$ cat src/rtl/ld_mon_pkg.sv
// Shared types and constants for the laser-driver I2C monitor sequencer.
// Optional watchdog is enabled in the top by defining LD_MON_TIMEOUT_EN.
package ld_mon_pkg;

   localparam int BYTE_W = 8;

   localparam logic [BYTE_W-1:0] DEV_DAQ = 8'h02;
   localparam logic [BYTE_W-1:0] DEV_TRG = 8'h04;

   typedef enum logic [3:0] {
      S_IDLE,
      S_WR_DEV,
      S_WR_NB,
      S_WR_ADDR,
      S_START,
      S_WAIT_DONE,
      S_GAP,
      S_RD,
      S_UPDATE,
      S_ABORT
   } state_t;

   // Byte-count in the high nibble, read flag in bit 3.
   function automatic logic [BYTE_W-1:0] nb_byte(input int unsigned n);
      logic [31:0] v;
      v = n;
      return {v[3:0], 1'b1, 3'b000};
   endfunction

endpackage

$ cat src/rtl/ld_mon_host_mux.sv
// Selects JTAG host or sequencer drive of the I2C interface controls.
// Host wins only while the sequencer is idle and the host asks for the path.
import ld_mon_pkg::*;

module ld_mon_host_mux (
   input  logic              i_busy,
   input  logic              i_host_own,
   input  logic [BYTE_W-1:0] i_host_data,
   input  logic              i_host_we,
   input  logic              i_host_rdena,
   input  logic              i_host_start,
   input  logic              i_host_reset,
   input  logic [BYTE_W-1:0] i_seq_data,
   input  logic              i_seq_we,
   input  logic              i_seq_rdena,
   input  logic              i_seq_start,
   input  logic              i_seq_reset,
   output logic [BYTE_W-1:0] o_data,
   output logic              o_we,
   output logic              o_rdena,
   output logic              o_start,
   output logic              o_reset
);

   logic w_host_sel;

   assign w_host_sel = i_host_own && !i_busy;

   assign o_data  = w_host_sel ? i_host_data  : i_seq_data;
   assign o_we    = w_host_sel ? i_host_we    : i_seq_we;
   assign o_rdena = w_host_sel ? i_host_rdena : i_seq_rdena;
   assign o_start = w_host_sel ? i_host_start : i_seq_start;
   assign o_reset = w_host_sel ? i_host_reset : i_seq_reset;

endmodule

$ cat src/rtl/ld_i2c_mon_seq.sv
// Periodic laser-driver register poller feeding DAQ/TRG status registers.
// Define LD_MON_TIMEOUT_EN to add the start-to-done watchdog and ABORT path.
import ld_mon_pkg::*;

module ld_i2c_mon_seq #(
   parameter int unsigned POLL_DIV = 4000000,
   parameter int unsigned N_RD     = 4,
   parameter logic [7:0]  REG_ADDR = 8'h00,
   parameter int unsigned TIMEOUT  = 40000
) (
   input  logic        CLK40,
   input  logic        RST_B,
   input  logic        HOST_OWN,
   input  logic [7:0]  HOST_WRT_DATA,
   input  logic        HOST_WE,
   input  logic        HOST_RDENA,
   input  logic        HOST_START,
   input  logic        HOST_RESET,
   input  logic        I2C_CLR_START,
   input  logic [7:0]  I2C_RBK_FIFO_DATA,
   input  logic        DAQ_NACK_FLG,
   input  logic        TRG_NACK_FLG,
   output logic [7:0]  I2C_WRT_FIFO_DATA,
   output logic        I2C_WE,
   output logic        I2C_RDENA,
   output logic        I2C_START,
   output logic        I2C_RESET,
   output logic [31:0] DAQ_STAT,
   output logic [31:0] TRG_STAT,
   output logic        STAT_VLD,
   output logic [1:0]  MON_ERR,
   output logic        MON_BUSY
);

   localparam int CNT_W = $clog2(POLL_DIV);
   localparam bit CFG_OK = (POLL_DIV >= 16) && (N_RD >= 1) &&
                           (N_RD <= 4) && (TIMEOUT >= 1);
   localparam logic [1:0]        RD_LAST = 2'(N_RD - 1);
   localparam logic [BYTE_W-1:0] NB_BYTE = nb_byte(N_RD);

   state_t            r_state;
   state_t            w_state_nxt;
   logic [CNT_W-1:0]  r_cnt;
   logic              r_dev;
   logic              r_pend;
   logic [1:0]        r_rdk;
   logic [1:0]        r_err;
   logic [31:0]       r_shadow;
   logic [31:0]       w_shadow_nxt;
   logic [31:0]       r_daq_stat;
   logic [31:0]       r_trg_stat;
   logic              w_busy;
   logic              w_poll;
   logic              w_nack;
   logic              w_wd_exp;
   logic [BYTE_W-1:0] w_seq_data;
   logic              w_seq_we;
   logic              w_seq_rdena;
   logic              w_seq_start;
   logic              w_seq_reset;

   assign w_busy = (r_state != S_IDLE);
   assign w_poll = CFG_OK && !HOST_OWN &&
                   (r_cnt == CNT_W'(POLL_DIV - 1));
   assign w_nack = r_dev ? TRG_NACK_FLG : DAQ_NACK_FLG;

`ifdef LD_MON_TIMEOUT_EN
   localparam int WD_W = $clog2(TIMEOUT + 1);

   logic [WD_W-1:0] r_wd;

   assign w_wd_exp = (r_wd == WD_W'(TIMEOUT));

   always_ff @(posedge CLK40 or negedge RST_B) begin
      if (!RST_B) begin
         r_wd <= '0;
      end else if (r_state == S_START || r_state == S_WAIT_DONE) begin
         r_wd <= r_wd + WD_W'(1);
      end else begin
         r_wd <= '0;
      end
   end
`else
   assign w_wd_exp = 1'b0;
`endif

   always_comb begin
      w_state_nxt = r_state;
      w_seq_data  = '0;
      w_seq_we    = 1'b0;
      w_seq_rdena = 1'b0;
      w_seq_start = 1'b0;
      w_seq_reset = 1'b0;
      unique case (r_state)
         S_IDLE: begin
            if (w_poll) w_state_nxt = S_WR_DEV;
         end
         S_WR_DEV: begin
            w_seq_we    = 1'b1;
            w_seq_data  = r_dev ? DEV_TRG : DEV_DAQ;
            w_state_nxt = S_WR_NB;
         end
         S_WR_NB: begin
            w_seq_we    = 1'b1;
            w_seq_data  = NB_BYTE;
            w_state_nxt = S_WR_ADDR;
         end
         S_WR_ADDR: begin
            w_seq_we    = 1'b1;
            w_seq_data  = REG_ADDR;
            w_state_nxt = S_START;
         end
         S_START, S_WAIT_DONE: begin
            // Done pulse drops START in the same cycle and beats the watchdog.
            w_seq_start = !I2C_CLR_START;
            if (I2C_CLR_START) w_state_nxt = S_GAP;
            else if (w_wd_exp) w_state_nxt = S_ABORT;
            else               w_state_nxt = S_WAIT_DONE;
         end
         S_GAP: begin
            w_state_nxt = S_RD;
         end
         S_RD: begin
            w_seq_rdena = 1'b1;
            if (r_rdk == RD_LAST) w_state_nxt = S_UPDATE;
         end
         S_UPDATE: begin
            w_state_nxt = S_IDLE;
         end
         S_ABORT: begin
            w_seq_reset = 1'b1;
            w_state_nxt = S_IDLE;
         end
         default: begin
            w_state_nxt = S_IDLE;
         end
      endcase
   end

   always_comb begin
      w_shadow_nxt = r_shadow;
      w_shadow_nxt[{r_rdk, 3'b000} +: BYTE_W] = I2C_RBK_FIFO_DATA;
   end

   always_ff @(posedge CLK40 or negedge RST_B) begin
      if (!RST_B) begin
         r_state    <= S_IDLE;
         r_cnt      <= '0;
         r_dev      <= 1'b0;
         r_pend     <= 1'b0;
         r_rdk      <= '0;
         r_err      <= '0;
         r_shadow   <= '0;
         r_daq_stat <= '0;
         r_trg_stat <= '0;
      end else begin
         r_state <= w_state_nxt;
         unique case (r_state)
            S_IDLE: begin
               if (HOST_OWN || w_poll) r_cnt <= '0;
               else                    r_cnt <= r_cnt + CNT_W'(1);
            end
            S_WR_DEV: begin
               r_pend   <= 1'b0;
               r_shadow <= '0;
               r_rdk    <= '0;
            end
            S_START, S_WAIT_DONE: begin
               if (w_nack) r_pend <= 1'b1;
            end
            S_RD: begin
               r_shadow <= w_shadow_nxt;
               r_rdk    <= r_rdk + 2'd1;
               // Commit on the last byte so STAT is valid with STAT_VLD.
               if (r_rdk == RD_LAST) begin
                  if (r_pend) begin
                     r_err[r_dev] <= 1'b1;
                  end else begin
                     r_err[r_dev] <= 1'b0;
                     if (r_dev) r_trg_stat <= w_shadow_nxt;
                     else       r_daq_stat <= w_shadow_nxt;
                  end
               end
            end
            S_UPDATE: begin
               r_dev <= ~r_dev;
            end
            S_ABORT: begin
               r_err[r_dev] <= 1'b1;
               r_dev        <= ~r_dev;
            end
            default: begin
            end
         endcase
      end
   end

   assign DAQ_STAT = r_daq_stat;
   assign TRG_STAT = r_trg_stat;
   assign STAT_VLD = (r_state == S_UPDATE) && !r_pend;
   assign MON_ERR  = r_err;
   assign MON_BUSY = w_busy;

   ld_mon_host_mux u_mux (
      .i_busy       (w_busy),
      .i_host_own   (HOST_OWN),
      .i_host_data  (HOST_WRT_DATA),
      .i_host_we    (HOST_WE),
      .i_host_rdena (HOST_RDENA),
      .i_host_start (HOST_START),
      .i_host_reset (HOST_RESET),
      .i_seq_data   (w_seq_data),
      .i_seq_we     (w_seq_we),
      .i_seq_rdena  (w_seq_rdena),
      .i_seq_start  (w_seq_start),
      .i_seq_reset  (w_seq_reset),
      .o_data       (I2C_WRT_FIFO_DATA),
      .o_we         (I2C_WE),
      .o_rdena      (I2C_RDENA),
      .o_start      (I2C_START),
      .o_reset      (I2C_RESET)
   );

endmodule

$ cat config.mk
export PLATFORM = sky130hd
export DESIGN_NAME = ld_i2c_mon_seq
export DESIGN_NICKNAME = d
export VERILOG_FILES = /design/src/rtl/ld_mon_pkg.sv /design/src/rtl/ld_mon_host_mux.sv /design/src/rtl/ld_i2c_mon_seq.sv
export SDC_FILE = /design/constraint.sdc
export NUM_CORES = 1
export LEC_CHECK = 0
export BUFFER_PORTS_ARGS = -buffer_cell sky130_fd_sc_hd__buf_4
export CAP_MARGIN = 20
export CORE_MARGIN = 3
export CORE_UTILIZATION = 52
export DETAILED_ROUTE_END_ITERATION = 16
export PLACE_DENSITY = 0.75
export SLEW_MARGIN = 10
export SYNTH_ARGS = -nofsm -noshare
export SYNTH_HDL_FRONTEND = slang
export SYNTH_SLANG_ARGS = --single-unit
$ cat constraint.sdc
create_clock -name CLK40 -period 3.4 [get_ports CLK40]
set_input_delay 0.68 -clock CLK40 [delete_from_list [all_inputs] [get_ports CLK40]]
set_output_delay 0.68 -clock CLK40 [all_outputs]
set_load 0.005 [all_outputs]
**Word-level counts from Yosys, hierarchy flattened**

Index checks and enable logic that the tools add are counted.

- $add $sub $neg: 3
- $lt $le $gt $ge: 2
- Equality and inequality tests: 14
- Shift-type cells: 2
- Multiplexer cells: 27
- Bitwise operators: 5
- Reductions and logical operators: 22

Operators by type and width:

| kind | number |
|---|---|
| one-hot mux 32 bit (2 select lines) | 1 |
| bitwise mux 32 bit | 1 |
| variable shift 8 x 7 -> 32 bit (first input constant) | 1 |
| indexed part select 8 x 7 -> 32 bit | 1 |
| one-hot mux 4 bit (7 select lines) | 1 |
| adder 22 x 1 -> 22 bit (second input constant) | 1 |
| == test 22 bit (second input constant) | 1 |
| two-way mux 22 bit | 1 |
| == test 4 x 3 -> 1 bit (second input constant) | 4 |
| one-hot mux 7 bit (2 select lines) | 1 |
| two-way mux 1 bit | 11 |
| == test 4 x 2 -> 1 bit (second input constant) | 2 |
| == test 4 bit (second input constant) | 2 |
| two-way mux 4 bit | 2 |
| two-way mux 8 bit | 1 |
| one-hot mux 2 bit (2 select lines) | 2 |
| AND reduction 4 bit | 2 |
| negator 5 -> 7 bit | 1 |
| two-way mux 2 bit | 3 |
| inequality test 2 bit (second input constant) | 3 |
| AND reduction 2 bit | 3 |
| nonzero test 2 bit | 3 |
| == test 4 x 1 -> 1 bit (second input constant) | 1 |
| logical AND 1 bit | 4 |
| 17 further kinds | 22 |

- Register bits after elaboration: 128
- Input bits: 26
- Output and inout bits: 80
- Logic and storage cells: 84

**Longest topological paths before layout**

- Depth in word-level cells: 9
- Depth in mapped cells: 7

**By module**

From an unflattened synthesis, not the netlist that was laid out.

- Cell total of the unflattened synthesis: 606
- Area total of the unflattened synthesis: 5929.4 um2

Modules (own cells, without submodules):

| module | times used | cells each | area each (um2) |
|---|---|---|---|
| ld_i2c_mon_seq | 1 | 592 | 5731.7 |
| ld_mon_host_mux | 1 | 14 | 197.7 |

**Worst setup path after synthesis**

OpenSTA, ideal clock, no wires.

- Path kind: register to output
- Start: register r_state[2]
- End: output I2C_WRT_FIFO_DATA[1]
- Arrival time: 1.549 ns
- Setup slack: 1.171 ns
- Cell stages (with the launch flop): 5
- Path buffers: 2
- Cell sequence: dfrtp_1 -> clkbuf_1 -> clkbuf_1 -> or4b_2 -> o21ai_0

- Longest elaborated chain between the ends: 4
- Elaborated cells on any way between the ends: 7
- Classes of those cells: eq/ne: 2; mux: 2; reduce/logical: 3

Ends and longest elaborated chain:

| item | line | text |
|---|---|---|
| start, declared | ld_i2c_mon_seq.sv:41 | `state_t r_state;` |
| start signal, assigned | ld_i2c_mon_seq.sv:157 | `r_state <= w_state_nxt;` |
| branches (longest 3 deep; another with one-hot mux 7 bit (2 select lines)) | n/a |  |
| two-way mux 8 bit * | ld_mon_host_mux.sv:29 | `assign o_data = w_host_sel ? i_host_data : i_seq_data;` |
| end, declared | ld_i2c_mon_seq.sv:23 | `output logic [7:0] I2C_WRT_FIFO_DATA,` |

Mark *: on every way between the ends.

**Final worst setup path**

- Start: register r_state[1]
- End: output I2C_WRT_FIFO_DATA[1]

The elaborated chain is that of the path after synthesis.

==> reports/metrics.cfg <==
[status]
outcome = finished clean

[power]
powerDensity_mw_per_mm2 = 827
irDropWorstVdd_mv = 0.369
combinationalPowerShare_pct = 30.6
p_total_mw = 6.08
leakagePower_nw = 3.25
p_switching_mw = 2.10
clkPwrFrac_pct = 29.5
internal-power_mw = 3.98
p_sw_share_pct = 34.6
power_frac_seq_pct = 40.0

[route]
routed_wl_mm = 15.1
ant_nets = 0
highest_layer = met4
drt-met1-wl_mm = 6.70
wl_met2_mm = 7.36
viasPerCell = 6.01
firstDrtPassIters = 6
wl_met3_microns = 918
drc = 0
dr.first_iter.drc_count = 476
wl_per_cell_microns = 18.1
routed-via-count = 5027

[worst_setup_path]
ff2ff_path_depth = 5
cp_data_required_time_ns = 2.72
rrSetupSlack_ns = 0.82
r2r_start = r_rdk[0]$_DFFE_PN0P_
cp.arrival_ns = 2.08
r2r-end = r_shadow[15]$_DFFE_PN0P_
critPathMaxFanout = 19
start_kind = flip-flop
path_class = reg2out
worstSetupEndpointType = primary output

[floorplan]
dieArea_sq_mm = 0.0127
initial_core_util_pct = 53.8
die_x_microns = 113
rows = 38
die_y_microns = 113
coreArea_sq_mm = 0.0110
ioPinCount = 106

[run]
drv_cap = 0

[synthesis]
synth_cells = 597
ys_types = 58
avgSynthCellArea_sq_um = 9.89
async_reset_ff_share_pct = 100
synth_flop_cell = dfrtp_1
netlist_area_sq_mm = 0.00591
synth_nets = 630
ys_seq_area_share_pct = 54.2
yosys_warnings = 0
synth_edf_count = 0
synth_seq_cells = 128

[placement]
postPlaceCellArea_sq_mm = 0.00677
dp_hpwl_mm = 10.0
routabilityCongestion = 0.886
dpl_worst_slack_ns = 0.851
io_buffers = 105
dp_cells = 805

[clocking]
clockBufferDepth = 2
h-tree-depth = 4
cts.sinks = 128
cts_resized = 0
cts_tree = yes
clockRootBuffer = clkbuf_16
cts_hold_buf = 0
postCtsSetupBuffers = 0
path_clk_slew_ns = 0.06
cts_buffers = 17
insertion_delay_ns = 0.41

[sta]
fmax_ghz = 0.362
fin_crit_ns = 2.76
rsz0062_at_grt = false
setup_viol = 0
max_slew_margin_pct = 33.3
finalWorstSetupSlack_ns = 0.636
tightest_slew_ns = 0.999
fin_crit_sh_pct = 81.3
whs_ns = 0.253
tns_ns = 0
clock_skew_ns = 0.00980
hold_violations = 0
drv_slew = 0

[finish]
fillCellCount = 871
syn_to_final_growth_pct = 24.4
fin_util_pct = 66.9
final_area_sq_mm = 0.00735
drive_gt1_share_pct = 22.4
n_antenna_cell = 0
final_cells = 837
final_nets = 717

[global_route]
antenna_found_initial = 0
grt_pass1_vias = 4996
grt_usage_pct = 24.5
grt_pass1_wl_mm = 25.3
grt_max_degree = 90
grt_remaining_overflow = 0

[hold_path]
hold_path.class = in2async

sequential cells by signal, summed over array words and instances, names as in the netlist, named ones only:
name and cells:
r_shadow 32, r_pend 1, r_cnt 22, r_state 4, r_rdk 2, DAQ_STAT 32, TRG_STAT 32, r_dev 1
critical path, stage by stage (launching register included):
cell and delay, ns:
dfrtp_1 0.57, or4b_2 0.77, o21ai_0 0.20, buf_4 0.14
power groups by stage:
stage,Clock [mW],Combinational (mW),Sequential [mW]
final,1.79,1.86,2.43
after global routing,1.88,2.07,2.50
after CTS,1.81,1.87,2.42
after detailed placement,0,1.85,2.43
after global placement,0,1.78,2.41
after floorplan,0,1.11,2.31
final cells by class:
class	instances	area, sq um	area share (%)
Clock buffer	19	443	6.03
Clock inverter	13	139	1.89
Inverter	10	37.5	0.511
Multi-Input combinational cell	415	2490	33.8
Sequential cell	128	3200	43.6
Tap cell	140	175	2.38
Timing Repair Buffer	112	866	11.8
routing by layer:
| layer | track usage (%) | vias to the layer above |
|---|---|---|
| met5 | 0 | - |
| met4 | 5.21 | 0 |
| met3 | 5.66 | 18 |
| met2 | 38.3 | 168 |
| met1 | 35.3 | 2479 |
| li1 | - | 2362 |
worst max path at each step:
| stage | start | end |
|---|---|---|
| 3_3_place_gp | r_rdk[0]$_DFFE_PN0P_ | r_shadow[13]$_DFFE_PN0P_ |
| 4_1_cts | r_state[1]$_DFFE_PN0P_ | I2C_WRT_FIFO_DATA[1] |
| 3_5_place_dp | r_rdk[0]$_DFFE_PN0P_ | r_shadow[9]$_DFFE_PN0P_ |
| 2_1_floorplan | r_state[2]$_DFFE_PN0P_ | I2C_WRT_FIFO_DATA[1] |
| 5_1_grt | r_state[1]$_DFFE_PN0P_ | I2C_WRT_FIFO_DATA[2] |
| 6_report | r_state[1]$_DFFE_PN0P_ | I2C_WRT_FIFO_DATA[1] |
synth_stat cells (all sizes together) (2+ instances only):
master / n / share of area, %
or4b: 4 / 0.68
o211ai: 8 / 1.1
a2bb2oi: 2 / 0.30
and2: 5 / 0.53
clkbuf: 26 / 1.7
and3: 8 / 0.85
o31ai: 4 / 0.51
inv: 10 / 0.64
nand4: 9 / 0.95
dfrtp: 128 / 54
a22oi: 5 / 0.64
ha: 7 / 1.5
nand2: 58 / 3.7
a31oi: 6 / 0.64
nor4b: 2 / 0.30
o21ai: 57 / 5.1
nor3b: 2 / 0.25
and4: 3 / 0.44
nor3: 10 / 0.85
or4: 9 / 1.1
a32oi: 12 / 1.8
nand2b: 4 / 0.42
nor2b: 21 / 2.2
o41ai: 4 / 0.59
or2: 2 / 0.21
a21oi: 59 / 5.0
buf: 18 / 1.5
o21a: 2 / 0.25
and4b: 2 / 0.34
or3: 3 / 0.32
a22o: 29 / 4.3
nand4b: 2 / 0.30
nand3: 16 / 1.4
nor2: 43 / 2.7
o311ai: 2 / 0.30
nor4: 4 / 0.78
cell families after synthesis:
group,share of synthesized area [%]
compound gates,21.5
buf+inv,3.77
mux,0.169
simple gates,18.5
flops,54.2
fa+ha+maj,1.48
xor+xnor,0.297
layout by cell type (no fill, tap or decap), types with 3 or more instances in the layout:
cell type	Yosys	routed
nor2b_1	21	21
a21oi_1	59	59
o31ai_1	4	4
clkinv_4	0	4
a22oi_1	5	5
buf_4	0	110
and2_1	5	5
and4_1	3	3
clkbuf_16	0	17
a32oi_1	12	12
o21ai_0	51	51
a31oi_1	6	6
inv_1	9	9
o41ai_1	4	4
dfrtp_1	128	128
nor2_1	43	43
o21ai_1	4	4
nand2b_1	4	4
nand3_1	16	16
ha_1	7	7
nor3_1	10	10
clkinv_2	0	4
a22o_1	29	29
o211ai_1	7	7
or3_1	3	3
nand2_1	58	58
or4_1	9	9
nand4_1	9	9
and3_1	8	8
or4b_2	3	3
Note: power is estimated with default switching activity, not from simulation.
